[src/rtl/cory_merge2_rr_pkg.sv]
// Shared definitions for the cory arbiters: grant FSM encodings and a
// constant-foldable ceil(log2) used to size beat counters.
package cory_merge2_rr_pkg;

  typedef enum logic [1:0] {
    ST_IDLE = 2'd0,
    ST_G0   = 2'd1,
    ST_G1   = 2'd2
  } arb_state_t;

  function automatic int clog2(input int value);
    int r;
    r = 0;
    while ((1 << r) < value) r++;
    return r;
  endfunction

endpackage

[src/rtl/cory_merge2_rr_fifo2.sv]
// Two-entry valid/ready FIFO. The head entry drives the outputs directly
// from flops; a second skid entry absorbs one beat while the sink stalls.
module cory_merge2_rr_fifo2 #(
  parameter int W = 9
) (
  input  logic         clk,
  input  logic         reset_n,
  input  logic         i_v,
  input  logic [W-1:0] i_d,
  output logic         o_r,
  output logic         o_v,
  output logic [W-1:0] o_d,
  input  logic         i_r
);

  logic [1:0]   cnt;
  logic [W-1:0] head;
  logic [W-1:0] skid;
  logic         push;
  logic         pop;

  assign o_r  = (cnt != 2'd2);
  assign o_v  = (cnt != 2'd0);
  assign o_d  = head;
  assign push = i_v & o_r;
  assign pop  = o_v & i_r;

  always_ff @(posedge clk or negedge reset_n) begin
    if (!reset_n) begin
      cnt  <= 2'd0;
      head <= '0;
    end else begin
      if (push && (cnt == 2'd0 || (cnt == 2'd1 && pop))) head <= i_d;
      else if (pop && cnt == 2'd2)                       head <= skid;
      case ({push, pop})
        2'b10:   cnt <= cnt + 2'd1;
        2'b01:   cnt <= cnt - 2'd1;
        default: cnt <= cnt;
      endcase
    end
  end

  // Skid only fills when a push lands behind an occupied, non-draining head.
  always_ff @(posedge clk) begin
    if (push && cnt == 2'd1 && !pop) skid <= i_d;
  end

endmodule

[src/rtl/cory_merge2_rr.sv]
// Two-input round-robin merge with burst lock of up to B beats per grant;
// each beat is tagged with its source and leaves through a 2-entry buffer.
module cory_merge2_rr
  import cory_merge2_rr_pkg::*;
#(
  parameter int N = 8,
  parameter int B = 4
) (
  input  logic         clk,
  input  logic         reset_n,
  input  logic         i_a0_v,
  input  logic [N-1:0] i_a0_d,
  output logic         o_a0_r,
  input  logic         i_a1_v,
  input  logic [N-1:0] i_a1_d,
  output logic         o_a1_r,
  output logic         o_z_v,
  output logic [N-1:0] o_z_d,
  output logic         o_z_id,
  input  logic         i_z_r,
  output logic         o_busy
);

  localparam int BW = clog2(B) + 1;

  arb_state_t    state;
  logic          ptr;
  logic [BW-1:0] beats;
  logic          buf_in_r;
  logic          buf_push;
  logic [N:0]    buf_in_d;
  logic [N:0]    buf_out_d;
  logic          gnt_id;
  logic          gnt_v;
  logic          gnt_r;
  logic          oth_v;
  logic [N-1:0]  gnt_d;

  // Readies come only from registered state, never from the source valids.
  assign o_a0_r   = (state == ST_G0) & buf_in_r;
  assign o_a1_r   = (state == ST_G1) & buf_in_r;
  assign gnt_id   = (state == ST_G1);
  assign gnt_v    = gnt_id ? i_a1_v : i_a0_v;
  assign gnt_d    = gnt_id ? i_a1_d : i_a0_d;
  assign oth_v    = gnt_id ? i_a0_v : i_a1_v;
  assign gnt_r    = o_a0_r | o_a1_r;
  assign buf_push = gnt_r & gnt_v;
  assign buf_in_d = {gnt_id, gnt_d};

  always_ff @(posedge clk or negedge reset_n) begin
    if (!reset_n) begin
      state <= ST_IDLE;
      ptr   <= 1'b0;
      beats <= '0;
    end else begin
      case (state)
        ST_IDLE: begin
          if (i_a0_v && i_a1_v) state <= ptr ? ST_G1 : ST_G0;
          else if (i_a0_v)      state <= ST_G0;
          else if (i_a1_v)      state <= ST_G1;
        end
        ST_G0, ST_G1: begin
          // A buffer stall leaves gnt_r low, so it neither counts nor releases.
          if ((buf_push && beats == BW'(B - 1)) || (gnt_r && !gnt_v)) begin
            ptr   <= ~gnt_id;
            beats <= '0;
            state <= oth_v ? (gnt_id ? ST_G0 : ST_G1) : ST_IDLE;
          end else if (buf_push) begin
            beats <= beats + BW'(1);
          end
        end
        default: state <= ST_IDLE;
      endcase
    end
  end

  // ---- output buffer stage ----
  cory_merge2_rr_fifo2 #(.W(N + 1)) u_buf (
    .clk     (clk),
    .reset_n (reset_n),
    .i_v     (buf_push),
    .i_d     (buf_in_d),
    .o_r     (buf_in_r),
    .o_v     (o_z_v),
    .o_d     (buf_out_d),
    .i_r     (i_z_r)
  );

  assign o_z_id = buf_out_d[N];
  assign o_z_d  = buf_out_d[N-1:0];
  assign o_busy = (state != ST_IDLE) | o_z_v;

`ifndef SYNTHESIS
  logic         chk_pend;
  logic [N-1:0] chk_d;

  always_ff @(posedge clk or negedge reset_n) begin
    if (!reset_n) chk_pend <= 1'b0;
    else          chk_pend <= (state != ST_IDLE) & gnt_v & ~gnt_r;
  end

  always_ff @(posedge clk) begin
    chk_d <= gnt_d;
  end

  // A stalled grant keeps its state, so gnt_* still refers to the same source.
  always @(posedge clk) begin
    if (B < 1 || B > 256) begin
      $error("ERROR: B=%0d outside 1..256", B);
      $finish;
    end
    if (reset_n && chk_pend && (!gnt_v || gnt_d != chk_d)) begin
      $error("ERROR: source %0d dropped valid or changed data before acceptance", gnt_id);
      $finish;
    end
  end
`endif

endmodule

[config.mk]
export PLATFORM = sky130hd
export DESIGN_NAME = cory_merge2_rr
export DESIGN_NICKNAME = d
export VERILOG_FILES = /design/src/rtl/cory_merge2_rr_pkg.sv /design/src/rtl/cory_merge2_rr_fifo2.sv /design/src/rtl/cory_merge2_rr.sv
export SDC_FILE = /design/constraint.sdc
export NUM_CORES = 1
export LEC_CHECK = 0
export CAP_MARGIN = 10
export CORE_MARGIN = 1.5
export CORE_UTILIZATION = 25
export CTS_CLUSTER_DIAMETER = 80
export DETAILED_ROUTE_END_ITERATION = 8
export PLACE_DENSITY = 0.48
export SYNTH_ARGS = -nofsm -noshare
export SYNTH_HDL_FRONTEND = slang
export SYNTH_SLANG_ARGS = --single-unit
[constraint.sdc]
create_clock -name clk -period 2.9 [get_ports clk]
set_input_delay 0.29 -clock clk [delete_from_list [all_inputs] [get_ports clk]]
set_output_delay 0.29 -clock clk [all_outputs]
set_load 0.02 [all_outputs]
Yosys cells after proc, flatten, opt, wreduce, memory -nomap -nowiden
Cells that the tools add are included.
{"block": "word_totals", "ff_bits": 26, "input_bits": 21, "wordCells": 66, "output_inout_bits": 13}
{"block": "op_classes", "reduce_logical": 23, "bitwise": 8, "n_mux": 16, "add_sub_neg": 3, "eq_ne": 10}
{"operator": "two-way mux 9 bit", "count": 2}
{"operator": "two-way mux 2 bit", "count": 7}
{"operator": "nonzero test 2 bit", "count": 5}
{"operator": "logical AND 1 bit", "count": 8}
{"operator": "two-way mux 8 bit", "count": 1}
{"operator": "case mux 2 bit (2 select lines)", "count": 2}
{"operator": "equality test 2 x 1 -> 1 bit, second input constant", "count": 3}
{"operator": "equality test 2 bit, second input constant", "count": 3}
{"operator": "two-way mux 3 bit", "count": 2}
{"operator": "AND reduction 2 bit", "count": 3}
{"operator": "AND 1 bit", "count": 5}
{"operator": "logical NOT 2 bit", "count": 2}
{"operator": "inequality test 2 bit, second input constant", "count": 2}
{"operator": "inequality test 4 bit, second input constant", "count": 1}
{"operator": "adder 3 x 1 -> 3 bit, second input constant", "count": 1}
{"operator": "equality test 3 x 2 -> 1 bit, second input constant", "count": 1}
{"operator": "adder 2 x 1 -> 2 bit, second input constant", "count": 1}
{"operator": "logical NOT 1 bit", "count": 2}
{"operator": "logical OR 1 bit", "count": 2}
{"operator": "two-way mux 1 bit", "count": 2}
{"operator": "OR 1 bit", "count": 2}
{"operator": "OR reduction 2 bit", "count": 1}
{"operator": "subtractor 2 x 1 -> 2 bit, second input constant", "count": 1}
{"operator": "inverter 1 bit", "count": 1}

Longest topological paths before layout
Gate-level depths: netlist of run 1.
{"block": "logic_depth", "depth_word": 8, "mapped_depth": 7, "mapped_depth_nobuf": 7}

Hierarchy
A second synthesis of run 1 with hierarchy kept.
{"block": "hier_totals", "cells_unflattened": 127, "hier_area_um2": 1418.9}
{"module": "cory_merge2_rr_fifo2", "cells_each": 68, "instances": 1, "area_each_um2": 879.6}
{"module": "cory_merge2_rr", "cells_each": 59, "instances": 1, "area_each_um2": 539.3}

Least setup slack after synthesis of run 1
OpenSTA, ideal clock, no wires.
{"block": "synth_path", "path_kind": "register to register", "start": "reg state[0]", "end": "reg u_buf.skid[0], enable pin", "required_ns": 2.511, "n_path_buf": 0, "synth_period_minus_slack_ns": 2.301, "arrival_time_ns": 1.912, "path_slack_ns": 0.599, "setup_ns": 0.389, "stages_incl_launch_ff": 6, "path_cell_list": "dfrtp_1 -> inv_1 -> ha_1 -> mux2i_2 -> or2_2 -> nor3b_1"}
{"block": "synth_between", "elab_chain_len": 7}
{"item": "start, declared", "line": "cory_merge2_rr.sv:26", "source": "arb_state_t state;"}
{"item": "start signal, assigned", "line": "cory_merge2_rr.sv:58", "source": "if (i_a0_v && i_a1_v) state <= ptr ? ST_G1 : ST_G0;"}
{"item": "start signal, assigned", "line": "cory_merge2_rr.sv:67", "source": "state <= oth_v ? (gnt_id ? ST_G0 : ST_G1) : ST_IDLE;"}
{"item": "equality test 2 x 1 -> 1 bit or equality test 2 bit (tied branches)", "line": "cory_merge2_rr.sv:40, cory_merge2_rr.sv:41, cory_merge2_rr.sv:42"}
{"item": "AND 1 bit, on equally long branches", "line": "cory_merge2_rr.sv:40, cory_merge2_rr.sv:41"}
{"item": "OR 1 bit", "line": "cory_merge2_rr.sv:46", "source": "assign gnt_r = o_a0_r | o_a1_r;"}
{"item": "AND 1 bit (*)", "line": "cory_merge2_rr.sv:47", "source": "assign buf_push = gnt_r & gnt_v;"}
{"item": "AND 1 bit (*)", "line": "cory_merge2_rr_fifo2.sv:25", "source": "assign push = i_v & o_r;"}
{"item": "logical AND 1 bit (*) (2 in a row)", "line": "cory_merge2_rr_fifo2.sv:45", "source": "if (push && cnt == 2'd1 && !pop) skid <= i_d;"}
{"item": "end signal, assigned", "line": "cory_merge2_rr_fifo2.sv:45"}
{"item": "end, declared", "line": "cory_merge2_rr_fifo2.sv:18", "source": "logic [W-1:0] skid;"}
Mark *: on every way between the ends. The rest lies on a longest branch, timed or not.
A chain may end at the register's enable or synchronous reset.

Worst setup path in the final report of run 1
{"block": "layout_path", "start": "reg state[0]", "end": "out o_a1_r"}
{"block": "layout_between", "elab_chain_len": 2}
{"item": "equality test 2 bit"}
{"item": "named net gnt_id", "line": "cory_merge2_rr.sv:33", "source": "logic gnt_id;"}
{"item": "AND 1 bit", "line": "cory_merge2_rr.sv:41", "source": "assign o_a1_r = (state == ST_G1) & buf_in_r;"}
{"item": "end, declared", "line": "cory_merge2_rr.sv:16", "source": "output logic o_a1_r,"}
The timed path passes the listed nets, and every way through them passes these cells.

==> run metrics, run 1 <==
final hold violations=0; clk slew on worst S/H paths=90 ps; ant diodes=0; dpl cell area=0.00181 mm2; Syn Nets=144; Yosys Warn Count=0; asr flop ratio synth=65.4%; row cnt=27; most common cell in the netlist=dfrtp_1; status=complete, no violations; setup tns final=0 ps; Die Ht=77.7 um; P_sw=713 uW; DR vias=978; Post-Place Cells=216; all-layer global routing usage=10.3%; Largest stage delay, worst path=610 ps; drt first pass iters=4; Worst EP arrival=1900 ps; largest net degree at the start of global routing=18; cell-internal power=1.22 mW; Pwr Density=1030 mW/mm2; Distinct cells, synth=31; initial antenna violation count=0; worst vdd ir=0.510 mV; Final Skew=0.960 ps; Multi-input gate area=649 um2; Setup crit start kind=register; post-CTS resize count=0; CP Cell Sequence=inv_1, ha_1, nor2b_1, clkdlybuf4s50_1; Starting DRT DRC Count=40; Num CTS Buffers=3; Seq/Total Area, Yosys=49.9%; clk sinks=26; Max-Cap Viols=0; DIE AREA=0.00604 mm2; Peak Freq=457 MHz; clock period minus worst slack=2190 ps; worst endpoint required time=2610 ps; Remaining Overflow, GRT=0; Ports=34; CP max FO=5; RSZ-0062 raised after global routing=no; Setup crit end kind=output pin; Post-synth EDFFs=9; Clock Path Buffers=2; htree depth=1; worst hold path class=in2async; cell taking the most area after synthesis=dfrtp_1; Pleak=0.815 nW; CTS tree=built; Layout area overhead=34.9%; Non-Filler Instances=220; Synth area leaders=dfrtp_1 (30%), edfxtp_1 (19%), ha_1 (9.9%), mux2_2 (7.3%), a22o_2 (6.5%); Sw Ratio=36.8%; Clock Latency Late Sink=270 ps; Max-slew headroom=45.9%; Mapped Cells=112; Synth top cells by count=dfrtp_1 (17), ha_1 (11); DRC=0; crit path max-delay cell type=clkdlybuf4s50_1; fin. max-slew vios=0; core area=0.00544 mm2; Buffers on Ports=33; period utilisation layout=75.5%; worst slack, placed=889 ps; PnR worst setup slack=711 ps; root cell of the clock tree=clkbuf_8; number of global-route vias before repair=998; Setup Fix Bufs, Post-CTS=0; worst setup path class=reg2out; Hold Worst Slack=483 ps; sequential share of power=30.7%; Final GP Congestion=0.763; Final nets=181; Syn Area/Cell=12.5 um2; Initial Util=25.6%; post-DR wirelength/cell=13.6 um; Post-Route WL=3000 um; post-synthesis instance area=0.00140 mm2; Yosys top cell area share=30.5%; FF/Latch Area=696 um2; CTS Hold Buffers Added=0; Filler cells=535; Detail Route Antenna Nets=0; clock power share=15.5%; Finished Cell Area=0.00188 mm2; setup violators final=0; Die W=77.7 um; Comb pwr share=53.8%; layout cells sized above 1=20.3%; top_reg_cell synth=dfrtp_1; first-pass GRT wire length=4840 um; vias per cell=4.45; Worst Tran Pin Value=809 ps; flops & latches, synth=26; DP HPWL=2220 um
==> placed cells by master (no fill, tap or decap), drive strengths merged <==
| cell type | instances |
|---|---|
| nand2b | 1 |
| nor2b | 3 |
| dfrtp | 17 |
| o31ai | 2 |
| a21o | 9 |
| nor2 | 3 |
| nor3b | 1 |
| buf | 2 |
| or2 | 2 |
| bufinv | 1 |
| nand3b | 2 |
| edfxtp | 9 |
| ha | 11 |
| a21oi | 2 |
| mux2 | 9 |
| nor3 | 1 |
| clkbuf | 3 |
| a22oi | 1 |
| clkdlybuf4s50 | 33 |
| and2 | 1 |
| a21bo | 1 |
| inv | 8 |
| o21ai | 5 |
| xnor2 | 2 |
| nand2 | 6 |
| mux2i | 2 |
| o21bai | 1 |
| a22o | 10 |
==> final timing paths <==
check / startpoint / endpoint / slack (ps) / depth (start not counted)
setup / recovery: state[0] / o_a1_r / 710 / 4
hold / removal: reset_n / beats[0] / 480 / 1
setup reg to reg: state[0] / u_buf.skid[7] / 930 / 6
hold reg to reg: beats[2] / beats[2] / 480 / 2
max in group asynchronous: reset_n / u_buf.cnt[0] / 1920 / 1
min in group clk: beats[2] / beats[2] / 480 / 2
==> power by group through the flow <==
stage / clock, mW / combinational (mW) / sequential (mW)
6_report: 0.300 / 1.04 / 0.594
2_1_floorplan: 0 / 0.644 / 0.663
3_3_place_gp: 0 / 1.03 / 0.598
5_1_grt: 0.323 / 1.14 / 0.612
3_5_place_dp: 0 / 1.05 / 0.604
4_1_cts: 0.311 / 1.06 / 0.596
==> area by class of cell <==
type / instances / share of cell area, %
clock buffers: 3 / 2.19
multi-input cells: 75 / 34.5
well taps: 72 / 4.79
clock inverters: 1 / 1.60
inverters: 8 / 1.60
repair buffers: 35 / 18.4
flip-flops and latches: 26 / 37.0
==> kinds of logic (layout without fill, tap and decap cells) <==
group / Yosys count / in the layout / synth area share [%]
AOI/OAI and AO/OA: 31 / 31 / 17.6
DFF: 26 / 26 / 49.9
and+or+nand+nor: 20 / 20 / 8.88
adders and majority gates: 11 / 11 / 9.87
muxes: 11 / 11 / 8.97
buffers and inverters: 11 / 47 / 3.59
xor gates and xnor gates: 2 / 2 / 1.26
==> worst max-delay path, delay by kind of cell, from the launching register on <==
family        cells  cell delay (ps)
buf+inv           2              740
fa+ha+maj         1              310
simple gates      1              170
flops             1              410
==> through the flow <==
step                      utilization, %  power [mW]
final                               34.6        1.94
after floorplan                        -        1.31
after global routing                34.6        2.08
after global placement              33.3        1.63
after detailed placement            33.3        1.66
after CTS                           34.6        1.97
==> registers in the layout, summed over array words and instances (netlist names) <==
signal,cells
state,2
u_buf.cnt,2
u_buf.o_d,9
beats,3
ptr,1
u_buf.skid,9
==> layer usage <==
layer	up-vias	track usage, %	routed length, um
li1	472	-	-
met1	467	12.5	1330
met2	33	17.7	1480
met3	6	3.06	124
met4	0	2.55	57
met5	-	0	0
(Power assumes the default switching activity.)
==> run 2: changes to the inputs <==
Clock period 2.9 ns to 2.1 ns, I/O delays scaled along.
==> run 2 against run 1 <==
Effect of this change: die area stayed put; core utilization is 0.39 points higher; cell count is 0.91% higher; combinational power is 37% higher; highest routed layer unchanged.
==> run metrics, run 2 (synthesis results as in run 1) <==
status=complete, no violations; PnR worst setup slack=178 ps; worst vdd ir=0.743 mV; RSZ-0062 raised after global routing=no; ant diodes=0; Peak Freq=520 MHz; Ports=34; commonest non-fill, non-tap cell in the layout=clkdlybuf4s50_1; DP HPWL=2210 um; Pwr Density=1400 mW/mm2; clk sinks=26; Post-Place Cells=218; Layout area overhead=36.4%; Clock Path Buffers=2; worst slack, placed=178 ps; cell-internal power=1.69 mW; Worst Tran Pin Value=474 ps; all-layer global routing usage=10.8%; commonest cells after routing, fill and taps aside=clkdlybuf4s50_1 (31), dfrtp_1 (17), ha_1 (11); Die W=77.7 um; P_sw=977 uW; root cell of the clock tree=clkbuf_8; FF/Latch Area=696 um2; first-pass GRT wire length=5130 um; Non-Filler Instances=222; Final nets=183; Sw Ratio=36.7%; number of global-route vias before repair=1113; Comb pwr share=53.2%; Clock Latency Late Sink=270 ps; Multi-input gate area=654 um2; Initial Util=25.6%; Setup crit start kind=register; Max-Cap Viols=0; row cnt=27; CTS tree=built; CTS Hold Buffers Added=0; Detail Route Antenna Nets=0; Num CTS Buffers=3; DIE AREA=0.00604 mm2; r2r startpoint=state[0]; largest net degree at the start of global routing=18; CP max FO=4; worst endpoint required time=1890 ps; Post-Route WL=2890 um; Remaining Overflow, GRT=0; worst hold path class=in2async; Filler cells=545; Die Ht=77.7 um; sequential share of power=30.8%; post-DR wirelength/cell=13.0 um; fin. max-slew vios=0; Setup crit end kind=output pin; Starting DRT DRC Count=41; clk slew on worst S/H paths=100 ps; drt first pass iters=4; setup tns final=0 ps; Final GP Congestion=0.802; Final Skew=0.962 ps; vias per cell=4.44; clock period minus worst slack=1920 ps; htree depth=1; Max-slew headroom=68.3%; Pleak=0.846 nW; initial antenna violation count=0; DR vias=985; DRC=0; Buffers on Ports=33; period utilisation layout=91.5%; layout cells sized above 1=22.0%; core area=0.00544 mm2; setup violators final=0; final hold violations=0; Hold Worst Slack=256 ps; critical path launch point=u_buf.cnt[0]; clock power share=16.0%; worst setup path class=reg2out; Worst EP arrival=1710 ps
run 2: changes by cell type in the layout (fill, tap and decap cells not counted):
cell             change
buf_4                +2
clkdlybuf4s50_1      -2
dlygate4sd2_1        +1
dlymetal6s2s_1       +1
nor3b_1              -1
nor3b_2              +1
run 2: cell type report:
class / count / area share, %
Tap cell: 72 / 4.73
Inverter: 8 / 1.58
Clock buffer: 3 / 2.17
Timing Repair Buffer: 37 / 19.0
Sequential cell: 26 / 36.6
Clock inverter: 1 / 1.58
Multi-Input combinational cell: 75 / 34.4
run 2: path summary, 6_finish.rpt:
check	depth (start not counted)	endpoint	slack, ps
worst max register to register	6	u_buf.o_d[7]	190
worst min register to register	1	u_buf.o_d[5]	490
worst max-delay path	4	o_busy	180
worst min-delay path	2	beats[1]	260
max in group asynchronous	2	u_buf.o_d[5]	1650
min in group clk	1	u_buf.o_d[5]	490
run 2: metal layers:
| layer | routed length [um] | vias up | global-route usage, % |
|---|---|---|---|
| met5 | 0 | - | 0 |
| li1 | - | 477 | - |
| met2 | 1410 | 28 | 19.2 |
| met3 | 173 | 9 | 3.41 |
| met4 | 55 | 0 | 3.82 |
| met1 | 1250 | 471 | 12.0 |
run 2: power groups by stage:
| stage | logic [mW] | clock network, mW | registers (mW) |
|---|---|---|---|
| after floorplan | 0.893 | 0 | 0.915 |
| after global placement | 1.43 | 0 | 0.826 |
| after detailed placement | 1.45 | 0 | 0.835 |
| after CTS | 1.45 | 0.439 | 0.823 |
| after global routing | 1.57 | 0.462 | 0.846 |
| final | 1.42 | 0.425 | 0.820 |
run 2: metrics by stage:
| step | total power [mW] | area (um2) | util, % |
|---|---|---|---|
| after detailed placement | 2.29 | 1830 | 33.7 |
| after CTS | 2.71 | 1900 | 34.9 |
| after floorplan | 1.81 | 1400 | - |
| final | 2.66 | 1900 | 35.0 |
| after global placement | 2.25 | 1830 | 33.7 |
| after global routing | 2.88 | 1900 | 35.0 |
run 2: repair_timing:
action,4_1_cts,5_1_grt
setup endpoints to repair,1,1
setup buffers,0,0
resized for setup,1,1
run 2: critical path, stage by stage (launching register included):
cell	delay (ps)
dfrtp_1	400
inv_1	90
ha_1	260
nand2_1	100
clkdlybuf4s50_1	600
==> run 3: changes to the inputs <==
Settings changed: CORE_UTILIZATION 25 to 48, PLACE_DENSITY 0.48 to 0.8.
==> run 3 against run 2 <==
Effect of this change: clock skew increased by 9.2 ps; setup slack got worse by 32 ps; via count down 2.9%; critical path depth did not move; hold slack lost 50 ps; routed wire length is 6.0% lower; count of clock-buffer cells in the layout is 1 higher; combinational power barely moved; flip-flop and latch count unchanged; register-to-register slack worse by 20 ps; clock power down 43%; sequential share of layout area is 1.9 points higher; critical endpoint unchanged; highest routed layer unchanged.
==> run metrics, run 3 (synthesis results as in run 1) <==
worst hold path class=in2async; layout cells sized above 1=21.5%; Multi-input gate area=654 um2; Ports=34; post-DR wirelength/cell=15.1 um; worst setup path class=reg2out; clk sinks=26; Clock Path Buffers=2; Post-Route WL=2720 um; all-layer global routing usage=17.5%; Setup Fix Bufs, Post-CTS=0; drt first pass iters=4; P_sw=956 uW; Final Skew=10.2 ps; Initial Util=50.6%; setup tns final=0 ps; htree depth=1; Clock Latency Late Sink=310 ps; Finished Cell Area=0.00181 mm2; Comb pwr share=57.3%; first-pass GRT wire length=4450 um; CP max FO=5; critical path launch point=state[1]; metal3 WL=137 um; Starting DRT DRC Count=11; Buffers on Ports=33; Worst EP arrival=1740 ps; Sw Ratio=38.4%; Remaining Overflow, GRT=0; RSZ-0062 raised after global routing=no; clock power share=9.7%; FF/Latch Area=696 um2; Pwr Density=1380 mW/mm2; dpl cell area=0.00177 mm2; CTS tree=built; Largest stage delay, worst path=600 ps; fin. max-slew vios=0; Layout area overhead=29.7%; Final nets=182; worst vdd ir=0.842 mV; CP Cell Sequence=inv_1, ha_1, nand2_1, clkdlybuf4s50_1; vias per cell=5.31; Worst Tran Pin Value=476 ps; initial antenna violation count=0; Max-slew headroom=68.2%; clk slew on worst S/H paths=140 ps; sequential share of power=33.0%; DR vias=956; DIE AREA=0.00324 mm2; clock period minus worst slack=1950 ps; worst endpoint required time=1890 ps; WL met2=1370 um; status=complete, no violations; Max-Cap Viols=0; ant diodes=0; crit path max-delay cell type=clkdlybuf4s50_1; DRC=0; commonest non-fill, non-tap cell in the layout=clkdlybuf4s50_1; Num CTS Buffers=3; root cell of the clock tree=clkbuf_4; Detail Route Antenna Nets=0; Peak Freq=512 MHz; Finished Core Util=65.6%; Final GP Congestion=0.816; delay-heaviest family, CP=buffers and inverters; Top Layer Used=met4; Worst Path Buf+Inv=2; setup violators final=0; Filler cells=209; DP HPWL=2110 um; cell-internal power=1.53 mW; overall power=2.49 mW; Setup crit start kind=register; final hold violations=0; period utilisation layout=93.1%; Die W=56.9 um; wl on met1=1200 um; Die Ht=56.9 um; core area=0.00276 mm2; Pleak=0.826 nW; r2r startpoint=state[0]; commonest cells after routing, fill and taps aside=clkdlybuf4s50_1 (31), dfrtp_1 (17), ha_1 (11); Setup crit end kind=output pin; number of global-route vias before repair=1015; largest net degree at the start of global routing=18; row cnt=19
-- run 3: cell types whose count changed in the layout (fill, tap and decap cells not counted), sizes merged --
| cell | before | now |
|---|---|---|
| buf | 4 | 3 |
| bufinv | 1 | 0 |
| clkbuf | 3 | 4 |
-- run 3: worst paths after layout --
check	to	depth (start not counted)	slack [ps]
min in group clk	u_buf.o_d[6]	1	490
min	u_buf.o_d[8]	2	210
min reg2reg	u_buf.o_d[6]	1	490
max in group asynchronous	state[0]	2	1690
max reg2reg	u_buf.o_d[4]	6	170
max	o_busy	4	150
-- run 3: cell type report --
| type | instances | share of cell area (%) |
|---|---|---|
| Clock buffer | 4 | 2.01 |
| Tap cell | 31 | 2.14 |
| Timing Repair Buffer | 36 | 19.6 |
| Inverter | 8 | 1.66 |
| Sequential cell | 26 | 38.5 |
| Multi-Input combinational cell | 75 | 36.2 |
-- run 3: what timing repair did --
| item | CTS | global route |
|---|---|---|
| gates resized for setup | 1 | 1 |
| setup endpoints to repair | 1 | 1 |
| hold buffers | 0 | 0 |
-- run 3: per-layer routing --
layer / vias up / global-route usage [%]
met4: 0 / 2.99
met1: 458 / 21.6
met3: 2 / 3.46
met5: - / 0
li1: 474 / -
met2: 22 / 32.0
-- run 3: through the flow --
| stage | hold WS (ps) | std cells | setup slack (ps) |
|---|---|---|---|
| after floorplan | -85.6 | 112 | 108 |
| after global placement | 459 | 176 | 243 |
| after detailed placement | 464 | 176 | 190 |
| after CTS | 206 | 180 | 37.0 |
| after global routing | 203 | 180 | 67.6 |
| final | 206 | 180 | 146 |
-- run 3: power by group through the flow --
stage               combinational (mW)  clock [mW]  sequential, mW
floorplan                        0.893           0           0.915
global placement                  1.38           0           0.822
detailed placement                1.44           0           0.835
CTS                               1.44       0.250           0.823
global route                      1.55       0.273           0.843
finish                            1.43       0.241           0.823
